--- src/rtl/cpu_configuration.sv ---
// Shared front-end configuration: default address width, the RV32 opcodes
// that the pre-decoder recognises, PC generator states, and the layout of a
// fetched-instruction queue entry.
package cpu_configuration;

  localparam int XLEN = 32;

  localparam logic [6:0] OPC_JAL    = 7'b1101111;
  localparam logic [6:0] OPC_BRANCH = 7'b1100011;
  localparam logic [6:0] OPC_JALR   = 7'b1100111;

  typedef enum logic [1:0] {
    BOOT = 2'd0,
    REQ  = 2'd1,
    WAIT = 2'd2,
    DROP = 2'd3
  } pc_state_e;

  typedef struct packed {
    logic [XLEN-1:0] pc;
    logic [31:0]     instr;
    logic            pred_taken;
    logic [XLEN-1:0] pred_target;
  } pc_entry_t;

endpackage

--- src/rtl/pc_queue.sv ---
// Small circular FIFO holding pre-decoded fetch entries for the decode stage.
//   clk, rst_n  : clock, asynchronous active-low reset
//   push        : write push_data at the tail (ignored when full or clearing)
//   pop         : drop the head entry (ignored when empty or clearing)
//   clear       : empty the queue; wins over a same-cycle push/pop
//   head        : entry at the head (content undefined while count is 0)
//   count       : number of stored entries, 0..QDEPTH
module pc_queue
  import cpu_configuration::*;
#(
  parameter int  QDEPTH  = 2,
  parameter type entry_t = pc_entry_t,
  localparam int CNT_W   = $clog2(QDEPTH + 1)
) (
  input  logic             clk,
  input  logic             rst_n,
  input  logic             push,
  input  entry_t           push_data,
  input  logic             pop,
  input  logic             clear,
  output entry_t           head,
  output logic [CNT_W-1:0] count
);

  localparam int               PTR_W   = (QDEPTH > 1) ? $clog2(QDEPTH) : 1;
  localparam logic [CNT_W-1:0] DEPTH_C = CNT_W'(QDEPTH);
  localparam logic [PTR_W-1:0] LAST_C  = PTR_W'(QDEPTH - 1);

  entry_t           mem_r [QDEPTH];
  logic [PTR_W-1:0] wr_ptr_r;
  logic [PTR_W-1:0] rd_ptr_r;
  logic [CNT_W-1:0] count_r;
  logic             push_en_s;
  logic             pop_en_s;

  // Pointer advance that also works when QDEPTH is not a power of two.
  function automatic logic [PTR_W-1:0] ptr_inc(input logic [PTR_W-1:0] p);
    logic [PTR_W-1:0] r;
    if (p == LAST_C) begin
      r = '0;
    end else begin
      r = p + PTR_W'(1'b1);
    end
    return r;
  endfunction

  // Qualified push/pop: clear cancels both, full/empty guard the storage.
  always_comb begin
    push_en_s = push && !clear && (count_r != DEPTH_C);
    pop_en_s  = pop  && !clear && (count_r != '0);
  end

  // Entry storage.
  always_ff @(posedge clk or negedge rst_n) begin
    if (!rst_n) begin
      for (int i = 0; i < QDEPTH; i++) begin
        mem_r[i] <= '0;
      end
    end else if (push_en_s) begin
      mem_r[wr_ptr_r] <= push_data;
    end
  end

  // Read/write pointers and occupancy.
  always_ff @(posedge clk or negedge rst_n) begin
    if (!rst_n) begin
      wr_ptr_r <= '0;
      rd_ptr_r <= '0;
      count_r  <= '0;
    end else if (clear) begin
      wr_ptr_r <= '0;
      rd_ptr_r <= '0;
      count_r  <= '0;
    end else begin
      if (push_en_s) begin
        wr_ptr_r <= ptr_inc(wr_ptr_r);
      end
      if (pop_en_s) begin
        rd_ptr_r <= ptr_inc(rd_ptr_r);
      end
      case ({push_en_s, pop_en_s})
        2'b10:   count_r <= count_r + CNT_W'(1'b1);
        2'b01:   count_r <= count_r - CNT_W'(1'b1);
        default: count_r <= count_r;
      endcase
    end
  end

  assign head  = mem_r[rd_ptr_r];
  assign count = count_r;

endmodule

--- src/rtl/pc_gen_pred.sv ---
// Front-end PC generator with static branch prediction.
// Issues one fetch at a time, pre-decodes each returned instruction (JAL
// always taken; conditional branches backward-taken/forward-not-taken when
// BTFN_EN) and queues {pc, instr, prediction} for decode. The predicted
// target becomes the next fetch pc. An ALU redirect flushes the queue and
// any in-flight fetch.
//   clk, rst_n                 : clock, asynchronous active-low reset
//   fetch_req_o / fetch_addr_o : fetch request and address (current pc)
//   fetch_gnt_i                : request accepted this cycle
//   instr_valid_i / instr_i    : fetch response
//   dec_valid_o / dec_ready_i  : queue head handshake towards decode
//   dec_pc_o, dec_instr_o,
//   dec_pred_taken_o,
//   dec_pred_target_o          : queue head contents, all 0 while empty
//   redirect_i / redirect_pc_i : flush and restart at redirect_pc_i
module pc_gen_pred
  import cpu_configuration::*;
#(
  parameter int              XLEN         = 32,
  parameter logic [XLEN-1:0] RESET_VECTOR = '0,
  parameter int              QDEPTH       = 2,
  parameter bit              BTFN_EN      = 1'b1
) (
  input  logic            clk,
  input  logic            rst_n,
  output logic            fetch_req_o,
  output logic [XLEN-1:0] fetch_addr_o,
  input  logic            fetch_gnt_i,
  input  logic            instr_valid_i,
  input  logic [31:0]     instr_i,
  output logic            dec_valid_o,
  input  logic            dec_ready_i,
  output logic [XLEN-1:0] dec_pc_o,
  output logic [31:0]     dec_instr_o,
  output logic            dec_pred_taken_o,
  output logic [XLEN-1:0] dec_pred_target_o,
  input  logic            redirect_i,
  input  logic [XLEN-1:0] redirect_pc_i
);

  localparam int              CNT_W    = $clog2(QDEPTH + 1);
  localparam logic [CNT_W-1:0] DEPTH_C = CNT_W'(QDEPTH);
  localparam logic [XLEN-1:0] INSTR_SZ = XLEN'(3'd4);

  typedef struct packed {
    logic [XLEN-1:0] pc;
    logic [31:0]     instr;
    logic            pred_taken;
    logic [XLEN-1:0] pred_target;
  } entry_t;

  pc_state_e        state_r;
  pc_state_e        state_s;
  logic [XLEN-1:0]  pc_r;
  logic [XLEN-1:0]  pc_nxt_s;
  logic             fetch_req_s;
  logic             push_s;
  logic             pop_s;
  logic             clear_s;
  logic [CNT_W-1:0] q_count_s;
  logic             q_valid_s;
  entry_t           head_s;
  entry_t           entry_s;
  logic [XLEN-1:0]  imm_j_s;
  logic [XLEN-1:0]  imm_b_s;
  logic             pred_taken_s;
  logic [XLEN-1:0]  pred_target_s;

  // Pre-decode of the returning instruction against the current pc.
  always_comb begin
    imm_j_s = {{(XLEN-21){instr_i[31]}}, instr_i[31], instr_i[19:12],
               instr_i[20], instr_i[30:21], 1'b0};
    imm_b_s = {{(XLEN-13){instr_i[31]}}, instr_i[31], instr_i[7],
               instr_i[30:25], instr_i[11:8], 1'b0};
    pred_taken_s  = 1'b0;
    pred_target_s = pc_r + INSTR_SZ;
    case (instr_i[6:0])
      OPC_JAL: begin
        pred_taken_s  = 1'b1;
        pred_target_s = pc_r + imm_j_s;
      end
      OPC_BRANCH: begin
        // Sign bit of the offset set means a backward branch.
        if (BTFN_EN && instr_i[31]) begin
          pred_taken_s  = 1'b1;
          pred_target_s = pc_r + imm_b_s;
        end else begin
          pred_taken_s  = 1'b0;
          pred_target_s = pc_r + INSTR_SZ;
        end
      end
      OPC_JALR: begin
        // Register-indirect target is unknown here: fall through.
        pred_taken_s  = 1'b0;
        pred_target_s = pc_r + INSTR_SZ;
      end
      default: begin
        pred_taken_s  = 1'b0;
        pred_target_s = pc_r + INSTR_SZ;
      end
    endcase
    entry_s.pc          = pc_r;
    entry_s.instr       = instr_i;
    entry_s.pred_taken  = pred_taken_s;
    entry_s.pred_target = pred_target_s;
  end

  // Next-state, next-pc, fetch request and queue control.
  always_comb begin
    state_s     = state_r;
    pc_nxt_s    = pc_r;
    fetch_req_s = 1'b0;
    push_s      = 1'b0;
    clear_s     = 1'b0;
    case (state_r)
      BOOT: begin
        state_s = REQ;
      end
      REQ: begin
        if (redirect_i) begin
          clear_s  = 1'b1;
          pc_nxt_s = redirect_pc_i;
          state_s  = REQ;
        end else begin
          // Only request when a queue slot is guaranteed for the response.
          fetch_req_s = (q_count_s < DEPTH_C);
          if (fetch_req_s && fetch_gnt_i) begin
            state_s = WAIT;
          end else begin
            state_s = REQ;
          end
        end
      end
      WAIT: begin
        if (redirect_i) begin
          clear_s  = 1'b1;
          pc_nxt_s = redirect_pc_i;
          // A response landing with the redirect is simply dropped.
          if (instr_valid_i) begin
            state_s = REQ;
          end else begin
            state_s = DROP;
          end
        end else if (instr_valid_i) begin
          push_s   = 1'b1;
          pc_nxt_s = pred_target_s;
          state_s  = REQ;
        end else begin
          state_s = WAIT;
        end
      end
      DROP: begin
        if (redirect_i) begin
          clear_s  = 1'b1;
          pc_nxt_s = redirect_pc_i;
          state_s  = DROP;
        end else if (instr_valid_i) begin
          state_s = REQ;
        end else begin
          state_s = DROP;
        end
      end
      default: begin
        state_s = BOOT;
      end
    endcase
  end

  // State and pc registers.
  always_ff @(posedge clk or negedge rst_n) begin
    if (!rst_n) begin
      state_r <= BOOT;
      pc_r    <= RESET_VECTOR;
    end else begin
      state_r <= state_s;
      pc_r    <= pc_nxt_s;
    end
  end

  assign q_valid_s = (q_count_s != '0);
  assign pop_s     = q_valid_s && dec_ready_i;

  pc_queue #(
    .QDEPTH  (QDEPTH),
    .entry_t (entry_t)
  ) u_queue (
    .clk       (clk),
    .rst_n     (rst_n),
    .push      (push_s),
    .push_data (entry_s),
    .pop       (pop_s),
    .clear     (clear_s),
    .head      (head_s),
    .count     (q_count_s)
  );

  assign fetch_req_o       = fetch_req_s;
  assign fetch_addr_o      = pc_r;
  assign dec_valid_o       = q_valid_s;
  assign dec_pc_o          = q_valid_s ? head_s.pc          : '0;
  assign dec_instr_o       = q_valid_s ? head_s.instr       : '0;
  assign dec_pred_taken_o  = q_valid_s ? head_s.pred_taken  : 1'b0;
  assign dec_pred_target_o = q_valid_s ? head_s.pred_target : '0;

endmodule

--- config.mk ---
export PLATFORM = sky130hd
export DESIGN_NAME = pc_gen_pred
export DESIGN_NICKNAME = d
export VERILOG_FILES = /design/src/rtl/cpu_configuration.sv /design/src/rtl/pc_queue.sv /design/src/rtl/pc_gen_pred.sv
export SDC_FILE = /design/constraint.sdc
export NUM_CORES = 1
export LEC_CHECK = 0
export ABC_AREA = 1
export CAP_MARGIN = 20
export CORE_ASPECT_RATIO = 1.25
export CORE_MARGIN = 2
export CORE_UTILIZATION = 63
export CTS_BUF_LIST = sky130_fd_sc_hd__clkbuf_2
export DETAILED_ROUTE_END_ITERATION = 6
export GPL_ROUTABILITY_DRIVEN = 0
export GPL_TIMING_DRIVEN = 0
export PLACE_DENSITY = 0.89
export SLEW_MARGIN = 10
export SYNTH_ARGS = -nofsm -noshare
export SYNTH_HDL_FRONTEND = slang
export SYNTH_SLANG_ARGS = --single-unit
--- constraint.sdc ---
create_clock -name clk -period 4.4 [get_ports clk]
set_clock_uncertainty 0.05 [all_clocks]
set_input_delay 0.88 -clock clk [delete_from_list [all_inputs] [get_ports clk]]
set_output_delay 0.88 -clock clk [all_outputs]
set_load 0.1 [all_outputs]
### Word level (Yosys, flattened, before mapping)

Cells that the tools add are included.

| word-level totals | value |
|---|---|
| word-level logic and storage cells | 93 |
| input bits | 70 |
| flip-flop bits (word level) | 232 |
| output and inout port bits | 131 |

| operators by class | value |
|---|---|
| mux-type cells | 40 |
| equal/unequal tests | 10 |
| $lt $le $gt $ge | 4 |
| reduce and logical (&&, ||, !) cells | 17 |
| bitwise operators | 2 |
| add/sub/neg operators | 7 |

Operators with widths:

| operator | count |
|---|---|
| 2-to-1 mux 97 bit | 4 |
| 2-to-1 mux 32 bit | 7 |
| bitwise mux 194 bit | 1 |
| one-hot mux 32 bit (2 select lines) | 2 |
| demux 97 bit (select 1 bit) | 1 |
| adder 32 bit | 2 |
| adder 32 x 3 -> 32 bit (second input constant) | 1 |
| 2-to-1 mux 1 bit | 15 |
| equality test 7 bit (second input constant) | 2 |
| 2-to-1 mux 2 bit | 7 |
| one-hot mux 2 bit (4 select lines) | 1 |
| nonzero test 2 bit | 4 |
| logical AND 1 bit | 7 |
| equality test 2 bit (second input constant) | 3 |
| equality test 2 x 1 -> 1 bit (second input constant) | 2 |
| >= comparator 2 bit (second input constant) | 2 |
| NOT 1 -> 2 bit | 2 |
| one-hot mux 2 bit (2 select lines) | 1 |
| != test 3 bit (second input constant) | 1 |
| AND reduction 3 bit | 1 |
| nonzero test 3 bit | 1 |
| OR reduction 3 bit | 1 |
| adder 1 bit (second input constant) | 2 |
| adder 2 x 1 -> 2 bit (second input constant) | 1 |
| 9 further kinds | 9 |

### Longest topological paths before layout

| depth | value |
|---|---|
| depth after elaboration | 9 |
| depth in mapped cells | 17 |
| gate-level depth less buffers | 16 |

### Hierarchy

A second synthesis with hierarchy kept.

| second synthesis, totals | value |
|---|---|
| cell total of the unflattened synthesis | 2439 |
| area total of the unflattened synthesis | 17082.6 µm² |

By module, submodules not included:

| module | cells an instance | times used | area an instance (µm²) |
|---|---|---|---|
| pc_queue | 871 | 1 | 9242.6 |
| pc_gen_pred | 1568 | 1 | 7840.0 |

### Least setup slack after synthesis

OpenSTA, ideal clock, no wires.

| path | value |
|---|---|
| path type | register -> output |
| start | register u_queue.count_r[0] (netlist: u_queue.count[0]) |
| end | output port dec_pred_target_o[22] |
| cell stages (with the launch flop) | 7 |
| slack | -0.063 ns |
| arrival | 3.533 ns |
| cells stage by stage | dfrtp_1 > nor2_1 > inv_1 > clkbuf_1 > clkbuf_1 > o21ai_0 > a21oi_1 |

| between the ends | value |
|---|---|
| cells in the longest elaborated chain, start to end | 2 |

Ends and longest elaborated chain:

| element | RTL line | RTL |
|---|---|---|
| start, declared | pc_queue.sv:32 | `logic [CNT_W-1:0] count_r;` |
| start signal, assigned | pc_queue.sv:82 | `2'b10: count_r <= count_r + CNT_W'(1'b1);` |
| start signal, assigned | pc_queue.sv:83 | `2'b01: count_r <= count_r - CNT_W'(1'b1);` |
| start signal, assigned | pc_queue.sv:84 | `default: count_r <= count_r;` |
| nonzero test 2 bit | pc_gen_pred.sv:180 | `assign q_valid_s = (q_count_s != '0);` |
| net dec_valid_o | pc_gen_pred.sv:31 | `output logic dec_valid_o,` |
| 2-to-1 mux 32 bit | pc_gen_pred.sv:203 | `assign dec_pred_target_o = q_valid_s ? head_s.pred_target : '0;` |
| end, declared | pc_gen_pred.sv:36 | `output logic [XLEN-1:0] dec_pred_target_o,` |

The timed path passes the listed nets, and every way through them passes these cells.

### Worst setup path after layout

| path | value |
|---|---|
| start | register u_queue.count_r[1] (netlist: u_queue.count[1]) |
| end | output port dec_pred_target_o[16] |

| between the ends | value |
|---|---|
| cells in the longest elaborated chain, start to end | 2 |

Ends and longest elaborated chain:

| element | RTL line |
|---|---|
| nonzero test 2 bit | pc_gen_pred.sv:180 |
| 2-to-1 mux 32 bit | pc_gen_pred.sv:203 |

No other way between the ends.

==> results.toml <==
[sta]
fin_ws_ps = 47.4
tns_ps = 0
slew_violations = 0
hold_ws_ps = 428
tightest_slew_ps = 1050
finalHoldViolations = 0
fin_crit_ps = 4350
period_share_pct = 98.9
slew_headroom_pct = 30.0
max_freq_mhz = 230
setup_violations = 0

[worst_setup_path]
critPathKind = "flip-flop to primary output"
slowest_stage = "clkdlybuf4s15_2"
crit_path_end_kind = "primary output"
cpPeakStageDelay_ps = 580
cp-start-kind = "flip-flop"
cp_cell_sequence = "nor2_1, inv_1, clkbuf_2, clkbuf_1, o21ai_0, a21oi_1, clkdlybuf4s15_2"
cp.arrival_ps = 3420
cp_max_fo = 10
critPathRequiredTime_ps = 3470

[clocking]
postCtsSetupRepairBufs = 0
cts_sinks = 230
root_buffer = "clkbuf_2"
h-tree-depth = 2
clk_latency_ps = 910
cts_tree = "built"
cts_buffers = 54
cts_buffer_depth = 3
clk_pin_slew_ps = 100

[hold_path]
min_path_type = "flip-flop to flip-flop"

[grt]
busiest_layer = "met2"
grt_overflow = 0
grt_pass1_vias = 17200
antenna_found_initial = 1
grt_usage_pct = 43.4
grt_pass1_wl_um = 89500
use_met1_pct = 52.4
met3_usage_pct = 9.04
grt_max_degree = 99
use_met2_pct = 66.8

[final_layout]
layout.nets = 2790
finalNonFillerCells = 3045
areaGrowthSynthToFinish_pct = 18.4
layout-drive-gt1-share_pct = 7.92
final_util_pct = 75.9
nFillCells = 1973

[floorplanning]
coreArea_sq_mm = 0.0244
rows = 64
die_area_sq_mm = 0.0261
die_w_um = 145
chipHeight_um = 180
initial_core_util_pct = 64.1
io_pins = 201

[drt]
viasPerCell = 5.97
postRouteAntennaNets = 0
drtIter0Drc = 2479
drc_errors = 7
num_vias = 18200
firstDrtPassIters = 7
post_drt_wl_per_cell_um = 19.0
wl_um = 57900

[synth]
synth_area_sq_mm = 0.0157
yosysTopAreaCellShare_pct = 36.8
synth_top_cell_by_area = "dfrtp_1"
synth_area_leaders = "dfrtp_1 37%, nand2_1 20%, o21ai_0 8.4%, inv_1 7.9%, a21oi_1 4.9%"
synth_edf_count = 0
ys_seq_elements = 230
syn_nets = 2531
syn_area_per_cell_sq_um = 6.48
synthCells = 2415
synth_flop_cell = "dfrtp_1"
yosys.cell_types.count = 45
synthArstFlopShare_pct = 100
yosysWarnings = 0
yosysSeqAreaShare_pct = 36.8

[status]
status = "complete, but fails checks"
violations = "DRC"

[placement]
dp_slack_ps = 120
dp.cells = 2947
hpwl_um = 44300
io_buffers = 200

[power]
leakage_nw = 9.96
peakVddDrop_uv = 655
power_density_mw_per_mm2 = 718

[flow_run]
cap_violations = 0
[sequential cells by signal, summed over array words and instances (netlist names)]
name              flops
fetch_addr_o         32
state_r               2
u_queue.count         2
u_queue.mem_r       192
u_queue.rd_ptr_r      1
u_queue.wr_ptr_r      1
[worst paths after layout]
check,startpoint,endpoint,slack (ps),cells after the start
max,u_queue.count[1],dec_pred_target_o[16],50,7
min,u_queue.mem_r[151],u_queue.mem_r[151],430,2
max reg2reg,fetch_addr_o[1],fetch_addr_o[13],1260,12
min reg2reg,u_queue.mem_r[151],u_queue.mem_r[151],430,2
max in group asynchronous,rst_n,u_queue.mem_r[20],2590,4
min in group asynchronous,rst_n,u_queue.mem_r[51],440,2
[where the power goes]
group | internal, mW | total (mW) | switching, mW | leakage, nW
clock network | 0.542 | 1.45 | 0.904 | 0.373
registers | 2.51 | 3.02 | 0.516 | 2.61
logic | 1.78 | 8.84 | 7.05 | 6.98
total | 4.83 | 13.3 | 8.47 | 9.96
[area by class of cell]
| cell class | count | area (sq um) | share of cell area (%) |
|---|---|---|---|
| clock buffer | 78 | 390 | 2.11 |
| buffer | 101 | 475 | 2.57 |
| timing repair buffer | 203 | 1920 | 10.4 |
| clock inverter | 18 | 108 | 0.581 |
| tap | 330 | 413 | 2.23 |
| inverter | 337 | 1260 | 6.83 |
| sequential | 230 | 5760 | 31.1 |
| multi-input combinational | 1747 | 8200 | 44.2 |
| antenna | 1 | 2.50 | 0.0135 |
[layout by cell type (no fill, tap or decap), types with 8 or more instances in the layout]
cell type / count
nand2_1: 829
inv_1: 328
o21ai_0: 262
dfrtp_1: 230
nor2_1: 162
a21oi_1: 145
nand3_1: 142
clkdlybuf4s50_1: 101
clkbuf_2: 97
clkbuf_1: 52
dlygate4sd2_1: 50
ha_1: 44
buf_2: 38
nand4_1: 28
nor3_1: 18
xor2_1: 18
o21ai_1: 17
clkinv_1: 16
clkdlybuf4s15_2: 16
a21oi_2: 9
nand2_2: 8
o211ai_1: 8
o22ai_1: 8
[what timing repair did]
item	in CTS	in global routing
setup endpoints to repair	97	40
hold endpoints to repair	46	0
resized for setup	160	55
hold buffers	1	0
[layer usage]
metal	part of all wire, %	vias up
met5	0	-
met1	35	8184
met2	43	1425
met4	9.9	0
met3	12	374
li1	-	8210
[metrics by stage]
step | power [mW] | instance area, sq um
6_report | 13.3 | 18500
5_1_grt | 13.9 | 18500
4_1_cts | 13.1 | 18600
3_5_place_dp | 12.0 | 18200
3_3_place_gp | 11.8 | 18100
2_1_floorplan | 9.57 | 15700
[Yosys cell counts (5+ instances only)]
| cell type | n |
|---|---|
| a21oi_1 | 154 |
| a31oi_1 | 6 |
| buf_1 | 5 |
| buf_2 | 30 |
| clkbuf_1 | 57 |
| dfrtp_1 | 230 |
| ha_1 | 44 |
| inv_1 | 328 |
| inv_2 | 6 |
| nand2_1 | 829 |
| nand2_2 | 8 |
| nand3_1 | 142 |
| nand4_1 | 28 |
| nor2_1 | 162 |
| nor2_4 | 5 |
| nor3_1 | 18 |
| o211ai_1 | 8 |
| o21ai_0 | 262 |
| o21ai_1 | 17 |
| o21bai_1 | 5 |
| o22ai_1 | 8 |
| xor2_1 | 18 |
[cell families (layout without fill, tap and decap cells)]
logic type                 after synthesis  in the layout  synth area share, %
other                                    0              1                    0
and+or+nand+nor                       1213           1213                 31.8
xor gates and xnor gates                19             19                 1.06
AOI/OAI and AO/OA                      469            469                 15.5
DFF                                    230            230                 36.8
adders and majority gates               46             46                 3.77
buffers and inverters                  438            737                 11.1
[worst max-delay path: cells and delay by family (launching register included)]
family                 cells  cell delay (ps)
buffers and inverters      4             1730
AOI/OAI and AO/OA          2              330
DFF                        1              430
and+or+nand+nor            1               70
Power figures use the tool's default switching activity.
